`src/rtl/count_ctrl.sv`:
```
// Prescaled terminal counter with run/pause/done control and one-shot or auto-reload modes.
// Optional down-counting via `COUNT_CTRL_DIR_EN (adds the dir input, latched on start).
module count_ctrl #(
  parameter int WIDTH = 8,
  parameter int DIV_W = 4
) (
  input  logic             clk,
  input  logic             rst_n,
  input  logic             start,
  input  logic             stop,
  input  logic             pause,
  input  logic [WIDTH-1:0] cfg_limit,
  input  logic [DIV_W-1:0] cfg_div,
  input  logic             cfg_reload,
`ifdef COUNT_CTRL_DIR_EN
  input  logic             dir,
`endif
  output logic [WIDTH-1:0] count,
  output logic             busy,
  output logic             done,
  output logic [1:0]       state
);

  localparam logic [1:0] ST_IDLE  = 2'b00;
  localparam logic [1:0] ST_RUN   = 2'b01;
  localparam logic [1:0] ST_PAUSE = 2'b10;
  localparam logic [1:0] ST_DONE  = 2'b11;

  localparam logic [WIDTH-1:0] CNT_ZERO = {WIDTH{1'b0}};
  localparam logic [WIDTH-1:0] CNT_ONE  = {{(WIDTH-1){1'b0}}, 1'b1};
  localparam logic [DIV_W-1:0] DIV_ZERO = {DIV_W{1'b0}};
  localparam logic [DIV_W-1:0] DIV_ONE  = {{(DIV_W-1){1'b0}}, 1'b1};

  logic [1:0]       state_r, state_s;
  logic [WIDTH-1:0] count_r, count_s;
  logic [DIV_W-1:0] presc_r, presc_s;
  logic             done_r, done_s;
  logic             busy_r, busy_s;
  logic [WIDTH-1:0] lim_r, lim_s;
  logic [DIV_W-1:0] div_r, div_s;
  logic             reload_r, reload_s;
  logic             down_s;      // latched counting direction (1 = down)
  logic             cap_down_s;  // direction to be latched on a capture edge
  logic             term_s;
  logic [WIDTH-1:0] reload_val_s;

`ifdef COUNT_CTRL_DIR_EN
  logic dir_r, dir_s;
  assign down_s     = dir_r;
  assign cap_down_s = dir;
`else
  assign down_s     = 1'b0;
  assign cap_down_s = 1'b0;
`endif

  assign term_s       = down_s ? (count_r == CNT_ZERO) : (count_r == lim_r);
  assign reload_val_s = down_s ? lim_r : CNT_ZERO;

  // Next-state decode: stop dominates, then pause, then start.
  always_comb begin
    state_s  = state_r;
    count_s  = count_r;
    presc_s  = presc_r;
    done_s   = 1'b0;
    lim_s    = lim_r;
    div_s    = div_r;
    reload_s = reload_r;
`ifdef COUNT_CTRL_DIR_EN
    dir_s    = dir_r;
`endif
    if (stop) begin
      state_s = ST_IDLE;
      count_s = CNT_ZERO;
      presc_s = DIV_ZERO;
    end else begin
      case (state_r)
        ST_IDLE, ST_DONE: begin
          if (start) begin
            state_s  = ST_RUN;
            count_s  = cap_down_s ? cfg_limit : CNT_ZERO;
            presc_s  = DIV_ZERO;
            lim_s    = cfg_limit;
            div_s    = cfg_div;
            reload_s = cfg_reload;
`ifdef COUNT_CTRL_DIR_EN
            dir_s    = dir;
`endif
          end else begin
            state_s = state_r;
          end
        end
        ST_RUN: begin
          if (pause) begin
            state_s = ST_PAUSE;
          end else if (presc_r == div_r) begin
            presc_s = DIV_ZERO;
            if (term_s) begin
              done_s = 1'b1;
              if (reload_r) begin
                count_s = reload_val_s;
              end else begin
                state_s = ST_DONE;
              end
            end else if (down_s) begin
              count_s = count_r - CNT_ONE;
            end else begin
              count_s = count_r + CNT_ONE;
            end
          end else begin
            presc_s = presc_r + DIV_ONE;
          end
        end
        ST_PAUSE: begin
          if (start) begin
            state_s = ST_RUN;
          end else begin
            state_s = ST_PAUSE;
          end
        end
        default: begin
          state_s = ST_IDLE;
          count_s = CNT_ZERO;
          presc_s = DIV_ZERO;
        end
      endcase
    end
    busy_s = (state_s == ST_RUN) || (state_s == ST_PAUSE);
  end

  // State, counter, prescaler, latched config and registered outputs.
  always_ff @(posedge clk or negedge rst_n) begin
    if (!rst_n) begin
      state_r  <= ST_IDLE;
      count_r  <= CNT_ZERO;
      presc_r  <= DIV_ZERO;
      done_r   <= 1'b0;
      busy_r   <= 1'b0;
      lim_r    <= CNT_ZERO;
      div_r    <= DIV_ZERO;
      reload_r <= 1'b0;
`ifdef COUNT_CTRL_DIR_EN
      dir_r    <= 1'b0;
`endif
    end else begin
      state_r  <= state_s;
      count_r  <= count_s;
      presc_r  <= presc_s;
      done_r   <= done_s;
      busy_r   <= busy_s;
      lim_r    <= lim_s;
      div_r    <= div_s;
      reload_r <= reload_s;
`ifdef COUNT_CTRL_DIR_EN
      dir_r    <= dir_s;
`endif
    end
  end

  assign count = count_r;
  assign busy  = busy_r;
  assign done  = done_r;
  assign state = state_r;

endmodule

```
`config.mk`:
```
export PLATFORM = sky130hd
export DESIGN_NAME = count_ctrl
export DESIGN_NICKNAME = d
export VERILOG_FILES = /design/src/rtl/count_ctrl.sv
export SDC_FILE = /design/constraint.sdc
export NUM_CORES = 1
export LEC_CHECK = 0
export ABC_AREA = 1
export CORE_AREA = 5 5 59 66
export DETAILED_ROUTE_END_ITERATION = 8
export DIE_AREA = 0 0 64 71
export GPL_ROUTABILITY_DRIVEN = 0
export PLACE_DENSITY = 0.82
export RECOVER_POWER = 50
export SETUP_SLACK_MARGIN = 0.2
export SLEW_MARGIN = 20
export SYNTH_ARGS = -nofsm -noshare
export SYNTH_HDL_FRONTEND = slang
export SYNTH_SLANG_ARGS = --single-unit
```
`constraint.sdc`:
```
create_clock -name clk -period 2.74 [get_ports clk]
set_input_delay 0.548 -clock clk [delete_from_list [all_inputs] [get_ports clk]]
set_output_delay 0.548 -clock clk [all_outputs]
set_load 0.01 [all_outputs]
```
==> qor.csv, run 1 <==
metric,value,unit
status,"finished, violations left",
failing checks,"max-capacitance violations, max-slew violations",
via count,1401,
Die Wd,64,um
row count,22,
Hold Path End,div_r[0]$_DFFE_PN0P_,
Final min period,2060,ps
RSZ-0062 raised after global routing,false,
top post-synthesis cells by area,"dfrtp_1 (44%), nand2_1 (11%), inv_1 (6.4%)",
Max-slew headroom,-0.0440,
"commonest non-fill, non-tap cells in the layout","nand2_1 (50), inv_1 (29), dfrtp_1 (29)",
"Req. time, crit path",3010,ps
"Setup Fix Bufs, Post-CTS",0,
WL final,3.19,mm
sequential share of the synthesized area,0.444,
largest area contributor in the netlist,dfrtp_1,
Post-Layout Cell Count,283,
largest net degree at the start of global routing,30,
clock sink count,29,
Detail Route Antenna Nets,0,
DP Wirelength,2.46,mm
crit end category,flop,
first-pass GRT wire length,5.72,mm
Setup TNS,0,ps
IO Port Bufs,29,
placed inst area,1980,um^2
Final WS setup,676,ps
final cycle utilization of the critical path,0.753,
Mapped Cells,210,
synth warn,0,
Antenna Cells,0,
DRT Pass-1 Iters,4,
number of gates resized after cts,0,
# hold bufs at CTS,0,
IO Count,30,
nets@finish,268,
synth unique cells,27,
Post-Place Cells,275,
fraction of layout instances using a drive strength above 1,0.0972,
Final Max Tran Viols,30,
cells along the critical path,inv_2 > nand2_1 > nand2_1 > nor2_2 > nand2_2 > nor2_1 > nand3_2 > nand2_1 > nand2_1 > a21boi_0 > nand2_1 > nand2_1,
synthesized area,1630,um^2
H-tree levels,2,
CP max-delay cell,dfrtp_1,
Max stage delay on crit path,500,ps
area grow syn2layout,23.7,%
syn_nets,232,
dpl ws,505,ps
hold wc startpoint,div_r[0]$_DFFE_PN0P_,
"flops & latches, synth",29,
max cap viols,1,
Clock Latency Late Sink,330,ps
worst hold path depth,1,
capturing point of the worst reg2reg path,busy$_DFF_PN0_,
root buffer cell,clkbuf_4,
WS Path Type,reg2reg,
Setup Skew,16.9,ps
WP data arrival,2330,ps
Final Cell Area,2020,um^2
Hold Path Class,reg2reg,
GRT Util Overall,0.157,
initial antenna violation count,0,
Initial DRC Count,72,
drt drc,0,
TritonCTS buffer count,5,
Die Y,71,um
startpoint class of the critical path,flop,
top-area cell type share of the netlist area,0.444,
"leading cell type in the layout, fill and taps excluded",nand2_1,
Tot Pwr,1.57,mW
Mapped Avg Cell Area,7.78,um^2
Bufs on Longest Clock Path,2,
grt total ovfl,0,
Max Freq,484,MHz
Lkg Pwr,0.949,nW
FF-to-FF path depth,12,
Hold Fails Final Rpt,0,
drt via density,4.95,
Critical R2R Launch,count[3]$_DFFE_PN0P_,
cell mode on critical path,nand2_1,
Core ar.,3220,um^2
final setup vio count,0,
Starting Density,0.507,
r2r setup slk,680,ps
PD cells,776,nW/um^2
wire length per cell,11.3,um
Die ar.,4540,um^2
Max rail drop VDD,0.507,mV
crit-path max FO,8,
Least-Margin Pin Slew,1570,ps
CTS tree,done,
clk slew on worst S/H paths,100,ps
vias in the first global route,1365,
-- state kept, by name, summed over array words and instances, names as in the netlist --
signal and count:
busy 1, done 1, state 2, count 8, lim_r 8, reload_r 1, div_r 4, presc_r 4
-- layout make-up --
class / count / area, um^2
Tap cell: 36 / 45.0
Timing Repair Buffer: 31 / 302
Clock inverter: 2 / 13.8
Sequential cell: 29 / 726
Clock buffer: 6 / 51.3
Fill cell: 290 / 1200
Inverter: 34 / 133
Multi-Input combinational cell: 145 / 752
-- how the worst max path moves through the flow --
stage,startpoint,to,cells past startpoint
detailed placement,stop,count[4]$_DFFE_PN0P_,9
finish,count[3]$_DFFE_PN0P_,busy$_DFF_PN0_,12
global placement,stop,count[4]$_DFFE_PN0P_,9
floorplan,state[0]$_DFF_PN0_,count[4]$_DFFE_PN0P_,10
CTS,count[3]$_DFFE_PN0P_,count[3],1
global route,rst_n,lim_r[7]$_DFFE_PN0P_,2
-- logic make-up (layout without fill, tap and decap cells) --
family	Yosys count	after routing	synth area share
AOI/OAI and AO/OA	29	29	0.102
DFF	29	29	0.444
and+or+nand+nor	100	100	0.267
buffers and inverters	36	73	0.0857
muxes	4	4	0.0276
xor gates and xnor gates	8	8	0.0429
adders and majority gates	4	4	0.0306
-- layer usage --
| metal | global-route usage | wire (um) | part of all wire |
|---|---|---|---|
| met1 | 0.190 | 1420 | 0.44 |
| met4 | 0.0416 | 44 | 0.014 |
| met2 | 0.263 | 1570 | 0.49 |
| met5 | 0 | 0 | 0 |
| met3 | 0.0556 | 165 | 0.052 |
-- Yosys cell counts --
library cell,n
inv_1,28
mux2_2,4
a21boi_1,2
dfrtp_1,29
or2_2,1
a31oi_1,1
nor2_8,1
buf_1,1
o21ai_0,8
nand3_1,13
o21a_1,1
nor2_2,1
xor2_1,4
inv_4,2
nand3_2,1
nand4_1,3
nor3_1,4
o22ai_1,1
inv_2,4
a21oi_1,15
nor2_1,24
clkbuf_1,1
nand2_1,50
nand2_2,2
o21ai_4,1
ha_1,4
xnor2_1,4
-- stage by stage --
step / utilization / hold slack (ps)
after detailed placement: 0.614 / 516
after global placement: 0.614 / 510
after CTS: 0.634 / 540
final: 0.628 / 538
after floorplan: - / 252
after global routing: 0.628 / 572
-- where the power goes --
part	total, mW	leakage [nW]	internal [mW]	switching [mW]
Clock	0.280	0.0382	0.125	0.155
Sequential	0.640	0.365	0.553	0.0870
Combinational	0.649	0.547	0.282	0.367
Total	1.57	0.949	0.960	0.608
-- worst max-delay path: cells and delay by family, from the launching register on --
family                 cells  cell delay (ps)
and+or+nand+nor           10             1220
buffers and inverters      1               60
AOI/OAI and AO/OA          1              220
DFF                        1              500
Power figures use the tool's default switching activity.
==> run 2: changes to the inputs <==
--- a/config.mk
+++ b/config.mk
@@ -6,11 +6,11 @@
 export NUM_CORES = 1
 export LEC_CHECK = 0
 export ABC_AREA = 1
-export CORE_AREA = 5 5 59 66
+export CORE_AREA = 5 5 60 67
 export DETAILED_ROUTE_END_ITERATION = 8
-export DIE_AREA = 0 0 64 71
+export DIE_AREA = 0 0 65 72
 export GPL_ROUTABILITY_DRIVEN = 0
-export PLACE_DENSITY = 0.82
+export PLACE_DENSITY = 0.79
 export RECOVER_POWER = 50
 export SETUP_SLACK_MARGIN = 0.2
 export SLEW_MARGIN = 20
==> constraint.sdc (replaced) <==
create_clock -name clk -period 1.9 [get_ports clk]
set_input_delay 0.38 -clock clk [delete_from_list [all_inputs] [get_ports clk]]
set_output_delay 0.38 -clock clk [all_outputs]
set_load 0.01 [all_outputs]
==> run 2 against run 1 <==
The run now ends clean. Clock skew is 10 ps lower. Critical path depth shrank 3. Combinational power up 83%. Register-to-register slack got worse by 460 ps. Critical path type unchanged. Die area increased by 3.0%. Non-clock buffer count grew 21. Routed wire length grew 10%.
==> qor.csv, run 2 (synthesized netlist as in run 1, its figures left out) <==
metric,value,unit
"commonest non-fill, non-tap cells in the layout","nand2_1 (49), dfrtp_1 (27), inv_1 (23)",
"Req. time, crit path",2120,ps
largest net degree at the start of global routing,30,
r2r setup slk,220,ps
Initial DRC Count,40,
final setup vio count,0,
Die Y,72,um
Starting Density,0.499,
drt via density,4.97,
Lkg Pwr,1.12,nW
Final WS setup,218,ps
WL final,3.52,mm
Clock Latency Late Sink,320,ps
nets@finish,289,
fraction of layout instances using a drive strength above 1,0.254,
Final Max Tran Viols,0,
PD cells,1090,nW/um^2
TritonCTS buffer count,5,
Tot Pwr,2.46,mW
CP Depth,9,
via count,1511,
Bufs on Longest Clock Path,2,
hold_ws,536,ps
Die Wd,65,um
CP max-delay cell,dfrtp_1,
root buffer cell,clkbuf_4,
WP data arrival,1900,ps
startpoint class of the critical path,flop,
DRT Pass-1 Iters,4,
Max Freq,594,MHz
Hold Fails Final Rpt,0,
initial antenna violation count,0,
first-pass GRT wire length,6.01,mm
# hold bufs at CTS,0,
H-tree levels,2,
clock sink count,29,
RSZ-0062 raised after global routing,true,
Setup Skew,6.49,ps
CTS tree,done,
Max rail drop VDD,0.940,mV
GRT Util Overall,0.163,
crit end category,flop,
grt total ovfl,0,
Max-slew headroom,0.534,
dpl ws,-60.3,ps
Final min period,1680,ps
worst path bufs/invs,2,
Hold Path Class,reg2reg,
status,"finished, final reports clean",
Die ar.,4680,um^2
"delay-heaviest family, CP",flip-flops,
Detail Route Antenna Nets,0,
IO Port Bufs,29,
worst setup path start,state[1]$_DFF_PN0_,
area grow syn2layout,38.4,%
Antenna Cells,0,
Least-Margin Pin Slew,699,ps
worst setup path end,count[4]$_DFFE_PN0P_,
FF-to-FF path depth,9,
WS Path Type,reg2reg,
capturing point of the worst reg2reg path,count[4]$_DFFE_PN0P_,
Max stage delay on crit path,460,ps
clk slew on worst S/H paths,90,ps
final cycle utilization of the critical path,0.885,
vias in the first global route,1434,
Layout Utilization,0.691,
Post-Place Cells,283,
"leading cell type in the layout, fill and taps excluded",nand2_1,
DP Wirelength,2.59,mm
Core ar.,3280,um^2
Critical R2R Launch,state[1]$_DFF_PN0_,
wire length per cell,11.6,um
drt drc,0,
cells along the critical path,ha_4 > inv_2 > nand3_1 > nand3_2 > nor2_4 > o21ai_4 > inv_4 > nand2_2 > o21a_1,
row count,22,
crit-path max FO,8,
Post-Layout Cell Count,304,
IO Count,30,
max cap viols,0,
run 2: changes by cell type in the layout (fill, tap and decap cells not counted), moves of 4 or more:
cell             change
inv_2                +6
buf_4               +21
nor2_1               -8
clkdlybuf4s50_1      -6
clkdlybuf4s25_1      +4
inv_1                -6
nor2_2               +5
run 2: what timing repair did:
action                     in CTS  in global routing
buffers inserted                8                  5
setup endpoints to repair      18                 23
pin swaps                       1                  5
resized for setup              12                 20
run 2: per-layer routing:
layer  track usage  part of all wire  vias up
met1         0.188              0.43      683
met4        0.0634             0.022        0
met2         0.294              0.49       39
met3        0.0341             0.052        9
met5             0                 0        -
li1              -                 -      780
run 2: metrics by stage:
step                setup TNS (ps)  instance area (um^2)
floorplan                        0                  1640
global placement                 0                  2040
detailed placement            -145                  2040
CTS                              0                  2200
global route                     0                  2260
finish                           0                  2260
run 2: how the worst min path moves through the flow:
stage,from,endpoint,slack [ps],depth (start not counted)
3_3_place_gp,div_r[0]$_DFFE_PN0P_,div_r[0]$_DFFE_PN0P_,510,1
2_1_floorplan,rst_n,busy$_DFF_PN0_,80,0
3_5_place_dp,div_r[0]$_DFFE_PN0P_,div_r[0]$_DFFE_PN0P_,520,1
5_1_grt,div_r[2]$_DFFE_PN0P_,div_r[2]$_DFFE_PN0P_,560,1
6_report,lim_r[2]$_DFFE_PN0P_,lim_r[2]$_DFFE_PN0P_,540,2
4_1_cts,rst_n,lim_r[1]$_DFFE_PN0P_,430,2
run 2: final cells by class:
class                   count  area, um^2
clock inverters             2        10.0
fillers                   289        1010
well taps                  36        45.0
flip-flops and latches     29         728
inverters                  34         133
repair buffers             52         465
multi-input cells         145         840
clock buffers               6        41.3
run 2: worst register-to-register path: stages (launching register included):
cell     delay (ps)
dfrtp_1         460
ha_4            330
inv_2            40
nand3_1          80
nand3_2         120
nor2_4          150
o21ai_4         100
inv_4           100
nand2_2          50
o21a_1          160
run 2: power by group:
part | switching [mW] | internal, mW | leakage, nW
combinational | 0.639 | 0.553 | 0.724
sequential | 0.121 | 0.800 | 0.361
clock | 0.209 | 0.141 | 0.0320
